[config.mk]
export PLATFORM = sky130hd
export DESIGN_NAME = led_trail_gen
export DESIGN_NICKNAME = d
export VERILOG_FILES = /design/src/rtl/led_trail_gen.sv
export SDC_FILE = /design/constraint.sdc
export NUM_CORES = 1
export LEC_CHECK = 0
export ABC_AREA = 1
export ABC_CLOCK_PERIOD_IN_PS = 3500
export CORE_ASPECT_RATIO = 1.25
export CORE_MARGIN = 1.5
export CORE_UTILIZATION = 35
export DETAILED_ROUTE_END_ITERATION = 7
export HOLD_SLACK_MARGIN = 0.03
export SLEW_MARGIN = 40
export SYNTH_ARGS = -nofsm -noshare
export SYNTH_HDL_FRONTEND = slang
export SYNTH_SLANG_ARGS = --single-unit
export TNS_END_PERCENT = 20
[constraint.sdc]
create_clock -name clk -period 3.5 [get_ports clk]
set_input_delay 0.7 -clock clk [delete_from_list [all_inputs] [get_ports clk]]
set_output_delay 0.7 -clock clk [all_outputs]
set_load 0.05 [all_outputs]
[src/rtl/led_trail_gen.sv]
// LED trail generator: a lit head steps across NUM_LEDS outputs at a programmable
// rate and leaves a PWM-faded tail behind it, in either wrap or bounce mode.
module led_trail_gen #(
   parameter  int NUM_LEDS  = 12,
   parameter  int PWM_BITS  = 4,
   parameter  int TRAIL_LEN = 4,
   parameter  int STEP_DIV  = 2500000,
   localparam int HW        = (NUM_LEDS > 1) ? $clog2(NUM_LEDS) : 1
) (
   input  logic                clk,
   input  logic                resetn,
   input  logic                en,
   input  logic                mode,
   output logic [NUM_LEDS-1:0] led,
   output logic [HW-1:0]       head,
   output logic                dir,
   output logic                step
);

   localparam int MAX   = 2**PWM_BITS - 1;
   localparam int DECAY = MAX / TRAIL_LEN;
   localparam int PRW   = (STEP_DIV > 1) ? $clog2(STEP_DIV) : 1;

   localparam logic [PWM_BITS-1:0] MAX_V     = PWM_BITS'(MAX);
   localparam logic [PWM_BITS-1:0] DECAY_V   = PWM_BITS'(DECAY);
   localparam logic [HW-1:0]       LAST_IDX  = HW'(NUM_LEDS - 1);
   localparam logic [PRW-1:0]      PRESC_TOP = PRW'(STEP_DIV - 1);

   logic [PRW-1:0]      presc_q, presc_d;
   logic                tick;
   logic                tick_q;
   logic                step_q;
   logic [HW-1:0]       head_q, head_d;
   logic                dir_q, dir_d;
   logic [PWM_BITS-1:0] pwm_q;
   logic [PWM_BITS-1:0] bright_q [NUM_LEDS];
   logic [PWM_BITS-1:0] bright_d [NUM_LEDS];
   logic [NUM_LEDS-1:0] led_q, led_d;

   assign tick = en && (presc_q == PRESC_TOP);

   always_comb begin
      // NOTE: every output of a combinational block gets a default first, so no path can infer a latch.
      presc_d = presc_q;
      if (en) begin
         presc_d = (presc_q == PRESC_TOP) ? '0 : presc_q + 1'b1;
      end
   end

   // Head movement: wrap always runs upward; bounce reverses at either end without dwelling.
   always_comb begin
      head_d = head_q;
      dir_d  = dir_q;
      if (tick) begin
         if (NUM_LEDS == 1) begin
            head_d = '0;
            dir_d  = 1'b0;
         end else if (!mode) begin
            dir_d  = 1'b0;
            head_d = (head_q == LAST_IDX) ? '0 : head_q + 1'b1;
         end else if (!dir_q) begin
            if (head_q == LAST_IDX) begin
               dir_d  = 1'b1;
               head_d = head_q - 1'b1;
            end else begin
               head_d = head_q + 1'b1;
            end
         end else begin
            if (head_q == '0) begin
               dir_d  = 1'b0;
               head_d = HW'(1);
            end else begin
               head_d = head_q - 1'b1;
            end
         end
      end
   end

   always_comb begin
      for (int i = 0; i < NUM_LEDS; i++) begin
         bright_d[i] = bright_q[i];
         if (tick) begin
            if (HW'(i) == head_d) begin
               bright_d[i] = MAX_V;
            end else begin
               bright_d[i] = (bright_q[i] > DECAY_V) ? bright_q[i] - DECAY_V : '0;
            end
         end
         led_d[i] = (bright_q[i] == MAX_V) | (pwm_q < bright_q[i]);
      end
   end

   // NOTE: sequential state uses non-blocking assignments so every register samples pre-edge values.
   always_ff @(posedge clk or negedge resetn) begin
      if (!resetn) begin
         presc_q <= '0;
         tick_q  <= 1'b0;
         step_q  <= 1'b0;
         head_q  <= '0;
         dir_q   <= 1'b0;
         pwm_q   <= '0;
         led_q   <= '0;
         // NOTE: the brightness array is pattern state, not scratch storage, so it is reset like any register.
         for (int i = 0; i < NUM_LEDS; i++) begin
            bright_q[i] <= (i == 0) ? MAX_V : '0;
         end
      end else begin
         presc_q  <= presc_d;
         tick_q   <= tick;
         step_q   <= tick_q;
         head_q   <= head_d;
         dir_q    <= dir_d;
         pwm_q    <= pwm_q + 1'b1;
         led_q    <= led_d;
         bright_q <= bright_d;
      end
   end

   assign led  = led_q;
   assign head = head_q;
   assign dir  = dir_q;
   assign step = step_q;

endmodule

==> flow_metrics.env, run 1 <==
export IMPL_yosysTopAreaCell="dfrtp_1"
export IMPL_syn_nets=829
export IMPL_first_global_vias=4714
export IMPL_die_h_um=149
export IMPL_fillers=1723
export IMPL_synth_area_leaders="dfrtp_1 (37%), ha_1 (11%), nand2_1 (9.0%)"
export IMPL_design_die_area_um2=17900
export IMPL_slew_viol_final=0
export IMPL_worstMarginPinSlew_ns=0.748
export IMPL_max_vdd_ir_drop_mv=0.272
export IMPL_grt_max_degree=50
export IMPL_clockPowerShare_pct=44.2
export IMPL_antenna_found_initial=0
export IMPL_post_cts_buffers=0
export IMPL_regArea_um2=2330
export IMPL_dp_hpwl_um=9630
export IMPL_grt_total_usage_pct=16.1
export IMPL_crit_chain="clkdlybuf4s50_1 > nand2_1 > inv_1 > nand2_1 > nor2_2 > nand3_2 > buf_4 > nand2_1 > nand2_1 > nor2_2 > nand2_1 > a21boi_1"
export IMPL_multi_input_area_um2=3090
export IMPL_yosysUniqueCellTypes=37
export IMPL_dr_pass1_iters=4
export IMPL_syn_area_um2=5970
export IMPL_internal_power_uw=1820
export IMPL_rsz0062_at_grt="no"
export IMPL_drc=0
export IMPL_power_switching_uw=600
export IMPL_syn_to_final_growth_pct=13.0
export IMPL_vias_per_cell=4.81
export IMPL_placed_area_um2=6430
export IMPL_setup_viol=0
export IMPL_finalNetCount=849
export IMPL_cp_num_buf_inv=3
export IMPL_start_kind="primary input"
export IMPL_ff2ff_setup_slack_ns=1.32
export IMPL_yosys_warnings=0
export IMPL_skew_ns=0.00752
export IMPL_cpPeakStageDelay_ns=0.68
export IMPL_arrival_ns=2.90
export IMPL_max_freq_ghz=0.381
export IMPL_endpoint_kind="register"
export IMPL_wl_per_cell_um=13.1
export IMPL_die_w_um=120
export IMPL_drt_iter0_markers=171
export IMPL_start_util_pct=35.6
export IMPL_p_leak_uw=0.00349
export IMPL_diodes=0
export IMPL_ctsHoldBuffers=0
export IMPL_maxCapViolCount=0
export IMPL_async_reset_ff_share_pct=100
export IMPL_clock_latency_ns=0.35
export IMPL_synthCells=772
export IMPL_p_seq_share_pct=48.7
export IMPL_swShare_pct=24.8
export IMPL_path_clk_slew_ns=0.07
export IMPL_required_ns=3.78
export IMPL_fp_row_count=53
export IMPL_synth_most_common_cell="nand2_1"
export IMPL_gp_congestion=0.819
export IMPL_drive_above_1_share_pct=7.03
export IMPL_critPathTopFamily="simple AND/OR/NAND/NOR gates"
export IMPL_avgSynthCellArea_um2=7.74
export IMPL_status="finished clean"
export IMPL_critPathMaxFanout=19
export IMPL_hold_viol_final=0
export IMPL_fin_tns_setup_ns=0
export IMPL_seq_area_frac_synth_pct=39.0
export IMPL_cts_inserted_buffers=9
export IMPL_routed_wirelength_um=13300
export IMPL_ctsResizeCount=0
export IMPL_slew_headroom_pct=50.1
export IMPL_portBuffers=21
export IMPL_htreeDepth=3
export IMPL_tritoncts="done"
export IMPL_coreArea_um2=16800
export IMPL_pwr_share_comb_pct=7.1
export IMPL_root_buffer="clkbuf_16"
export IMPL_period_needed_ns=2.62
export IMPL_power_density_nw_per_um2=358
export IMPL_clock_sinks=93
export IMPL_gr_total_overflow=0
export IMPL_clockBufferDepth=2
export IMPL_crit_path_top_delay_cell="clkdlybuf4s50_1"
export IMPL_grt_pass1_wl_um=22800
export IMPL_hold_path_class="in2async"
export IMPL_path_common_cell="nand2_1"
export IMPL_antenna_left=0
export IMPL_synth_enable_flop_cells=0
export IMPL_fin_crit_sh_pct=75.0
export IMPL_ys_ff_latch=93
export IMPL_synth_top_cells_by_count="nand2_1 (143), inv_1 (117), nor2_1 (96), dfrtp_1 (89), ha_1 (53)"
export IMPL_critPathKind="in2reg"
export IMPL_io_pins=22
export IMPL_design_area_um2=6750
export IMPL_synth_ff_type="dfrtp_1"
export IMPL_vias=4887
export IMPL_synth_top_area_share_pct=37.3
[path summary, 6_finish.rpt]
kind | from | to | depth (start not counted)
min reg2reg | tick_q$_DFF_PN0_ | step$_DFF_PN0_ | 0
max | en | bright_q[14]$_DFFE_PN0N_ | 12
max reg2reg | presc_q[1]$_DFFE_PN0P_ | bright_q[14]$_DFFE_PN0N_ | 12
min in group clk | tick_q$_DFF_PN0_ | step$_DFF_PN0_ | 0
max in group asynchronous | resetn | bright_q[46]$_DFFE_PN1N_ | 2
min | resetn | tick_q$_DFF_PN0_ | 1
[cell families after synthesis]
group	Yosys count	share of synthesized area, %
simple gates	314	22.7
compound gates	147	14.7
buf+inv	143	9.21
flops	93	39.0
fa+ha+maj	53	11.1
xor+xnor	22	3.23
[registers in the layout, indices dropped and copies added, names as in the netlist]
name,cells
dir,1
tick_q,1
bright_q,48
presc_q,22
step,1
head,4
pwm_q,4
led,12
[power by group through the flow]
stage / Clock (uW) / Sequential (uW) / Combinational (uW)
after floorplan: 0 / 1160 / 154
after global placement: 0 / 1200 / 174
after detailed placement: 0 / 1200 / 174
after CTS: 1100 / 1180 / 176
after global routing: 1150 / 1190 / 206
final: 1070 / 1180 / 173
[cells in the final DEF, fill, tap and decap left out, types with 2 or more instances in the layout]
cell type and n:
buf_4 4, bufinv_16 2, xnor2_1 2, clkbuf_16 9
clkdlybuf4s50_1 20, nor2_1 96, dfrtp_1 89, o211ai_1 12
nand4_1 6, a21boi_0 12, xor2_1 20, a21oi_1 42
nand3_1 35, a21boi_1 6, clkinv_2 2, nor2_4 4
nand2_2 8, nor2_2 5, inv_1 117, o21ai_0 39
dfstp_2 4, ha_1 53, inv_2 9, nor3_1 7
nand2_1 143, o21ai_1 22, a32o_1 12, nor4_1 3
[through the flow]
stage	instances	worst slack (ns)	total power, uW	hold WS (ns)	utilization, %
2_1_floorplan	772	1.46	1320	0.331	-
3_3_place_gp	1001	0.523	1370	0.358	38.3
3_5_place_dp	1001	0.482	1370	0.368	38.3
4_1_cts	1017	0.854	2450	0.382	40.2
5_1_grt	1017	0.601	2540	0.393	40.2
6_report	1017	0.877	2420	0.359	40.2
[area by class of cell]
type | count | share of cell area [%]
well taps | 220 | 4.08
flip-flops and latches | 93 | 34.5
inverters | 127 | 7.06
repair buffers | 25 | 3.71
clock inverters | 6 | 1.28
clock buffers | 10 | 3.54
multi-input cells | 536 | 45.8
[per-layer routing]
layer | GRT usage, % | part of all wire, % | vias up
li1 | - | - | 2544
met1 | 18.9 | 45 | 2298
met4 | 6.43 | 1.6 | 0
met3 | 2.03 | 1.6 | 14
met2 | 29.5 | 52 | 31
met5 | 0 | 0 | -
Note: power is estimated with default switching activity, not from simulation.
==> run 2: changes to the inputs <==
ABC_CLOCK_PERIOD_IN_PS = 2400   (was 3500)
clock period = 2.4 ns   (was 3.5 ns; I/O delays follow)
==> run 2 against run 1 <==
  * Critical path type is now reg2out
  * First-iteration DRC count increased by 18%
  * Highest routed layer unchanged
  * Flip-flop and latch count did not move
  * Count of clock-buffer cells in the layout grew 2
  * Worst setup slack got worse by 0.77 ns
==> flow_metrics.env, run 2 (synthesized netlist as in run 1, its figures left out) <==
export IMPL_crit_chain="clkdlybuf4s50_1"
export IMPL_first_global_vias=4915
export IMPL_start_kind="register"
export IMPL_drt_iter0_markers=201
export IMPL_drc=0
export IMPL_design_area_um2=6880
export IMPL_dr_max_layer_used="met4"
export IMPL_finalNetCount=865
export IMPL_post_cts_buffers=0
export IMPL_fin_tns_setup_ns=0
export IMPL_regArea_um2=2330
export IMPL_grt_pass1_wl_um=23300
export IMPL_cts_inserted_buffers=9
export IMPL_grt_max_degree=48
export IMPL_fp_row_count=53
export IMPL_status="finished clean"
export IMPL_period_needed_ns=2.30
export IMPL_dp_hpwl_um=9880
export IMPL_vias=4934
export IMPL_worstMarginPinSlew_ns=0.707
export IMPL_dr_wl_met3_um=267
export IMPL_slew_headroom_pct=52.9
export IMPL_arrival_ns=1.82
export IMPL_place_ws_ns=-0.0478
export IMPL_gp_congestion=0.804
export IMPL_routed_wirelength_um=13700
export IMPL_rsz0062_at_grt="no"
export IMPL_top_register="bright_q"
export IMPL_cpPeakStageDelay_ns=0.89
export IMPL_grt_total_usage_pct=16.5
export IMPL_gr_total_overflow=0
export IMPL_final_cell_mix="nand2_1 (143), inv_1 (117), nor2_1 (96)"
export IMPL_crit_path_top_delay_cell="clkdlybuf4s50_1"
export IMPL_io_pins=22
export IMPL_antenna_found_initial=0
export IMPL_wl_per_cell_um=13.2
export IMPL_maxCapViolCount=0
export IMPL_start_util_pct=35.6
export IMPL_diodes=0
export IMPL_clock_sinks=93
export IMPL_slew_viol_final=0
export IMPL_hold_viol_final=0
export IMPL_critPathMaxFanout=8
export IMPL_vias_per_cell=4.78
export IMPL_drive_above_1_share_pct=8.62
export IMPL_endpoint_kind="primary output"
export IMPL_antenna_left=0
export IMPL_hold_path_class="in2async"
export IMPL_setup_ws_ns=0.102
export IMPL_tritoncts="done"
export IMPL_fin_crit_sh_pct=95.7
export IMPL_required_ns=1.92
export IMPL_final_cells=1032
export IMPL_layout_commonest_cell="nand2_1"
export IMPL_syn_to_final_growth_pct=15.2
export IMPL_fillers=1776
export IMPL_design_die_area_um2=17900
export IMPL_skew_ns=0.00807
export IMPL_htreeDepth=3
export IMPL_dr_pass1_iters=4
export IMPL_max_vdd_ir_drop_mv=0.308
export IMPL_power_density_nw_per_um2=517
export IMPL_wl_met2_um=6970
export IMPL_p_leak_uw=0.00357
export IMPL_ctsResizeCount=0
export IMPL_ctsHoldBuffers=0
export IMPL_max_freq_ghz=0.435
export IMPL_coreArea_um2=16800
export IMPL_root_buffer="clkbuf_16"
export IMPL_largest_reg_flops=48
export IMPL_portBuffers=21
export IMPL_critPathTopFamily="buffers and inverters"
export IMPL_placed_area_um2=6560
export IMPL_clockBufferDepth=2
export IMPL_critPathKind="reg2out"
export IMPL_multi_input_area_um2=3090
export IMPL_met1_length_um=6210
export IMPL_setup_viol=0
export IMPL_clock_latency_ns=0.35
export IMPL_path_clk_slew_ns=0.07
export IMPL_place_inst=1017
export IMPL_die_h_um=149
export IMPL_die_w_um=120
export IMPL_cp_num_buf_inv=1
## run 2: cell count changes in the layout (fill, tap and decap cells not counted)
cell,delta
clkbuf_1,+1
clkbuf_8,+1
clkinv_2,-2
buf_12,+1
buf_4,+15
clkinvlp_4,-1
## run 2: final timing paths
check,from,to,slack [ns],cells past startpoint
max,head[2]$_DFF_PN0_,head[2],0.10,1
min,resetn,head[2]$_DFF_PN0_,0.02,1
max reg2reg,presc_q[1]$_DFFE_PN0P_,bright_q[3]$_DFFE_PN0N_,0.30,11
min in group clk,tick_q$_DFF_PN0_,step$_DFF_PN0_,0.36,0
min reg2reg,tick_q$_DFF_PN0_,step$_DFF_PN0_,0.36,0
max in group asynchronous,resetn,led[1]$_DFF_PN0_,1.73,2
## run 2: area by class of cell
| class | count | area share (%) |
|---|---|---|
| multi-input cells | 536 | 44.9 |
| flip-flops and latches | 93 | 33.9 |
| inverters | 127 | 6.92 |
| repair buffers | 41 | 5.56 |
| well taps | 220 | 4.00 |
| clock buffers | 12 | 3.73 |
| clock inverters | 3 | 1.00 |
## run 2: metal layers
layer | vias to the layer above | GRT usage, %
li1 | 2566 | -
met1 | 2313 | 19.8
met2 | 42 | 29.8
met3 | 13 | 2.60
met4 | 0 | 5.65
met5 | - | 0
## run 2: metrics by stage
step                      total power, uW  hold WS [ns]  utilization, %
final                                3560        0.0247            41.0
after CTS                            3600        0.0308            41.0
after detailed placement             2010         0.345            39.1
after global routing                 3710        0.0452            41.0
after floorplan                      1920         0.184               -
after global placement               2020         0.335            39.1
## run 2: report_power, final
part | internal [uW] | switching, uW
Sequential | 1620 | 96.1
Clock | 967 | 607
Combinational | 97.2 | 165
Total | 2690 | 869
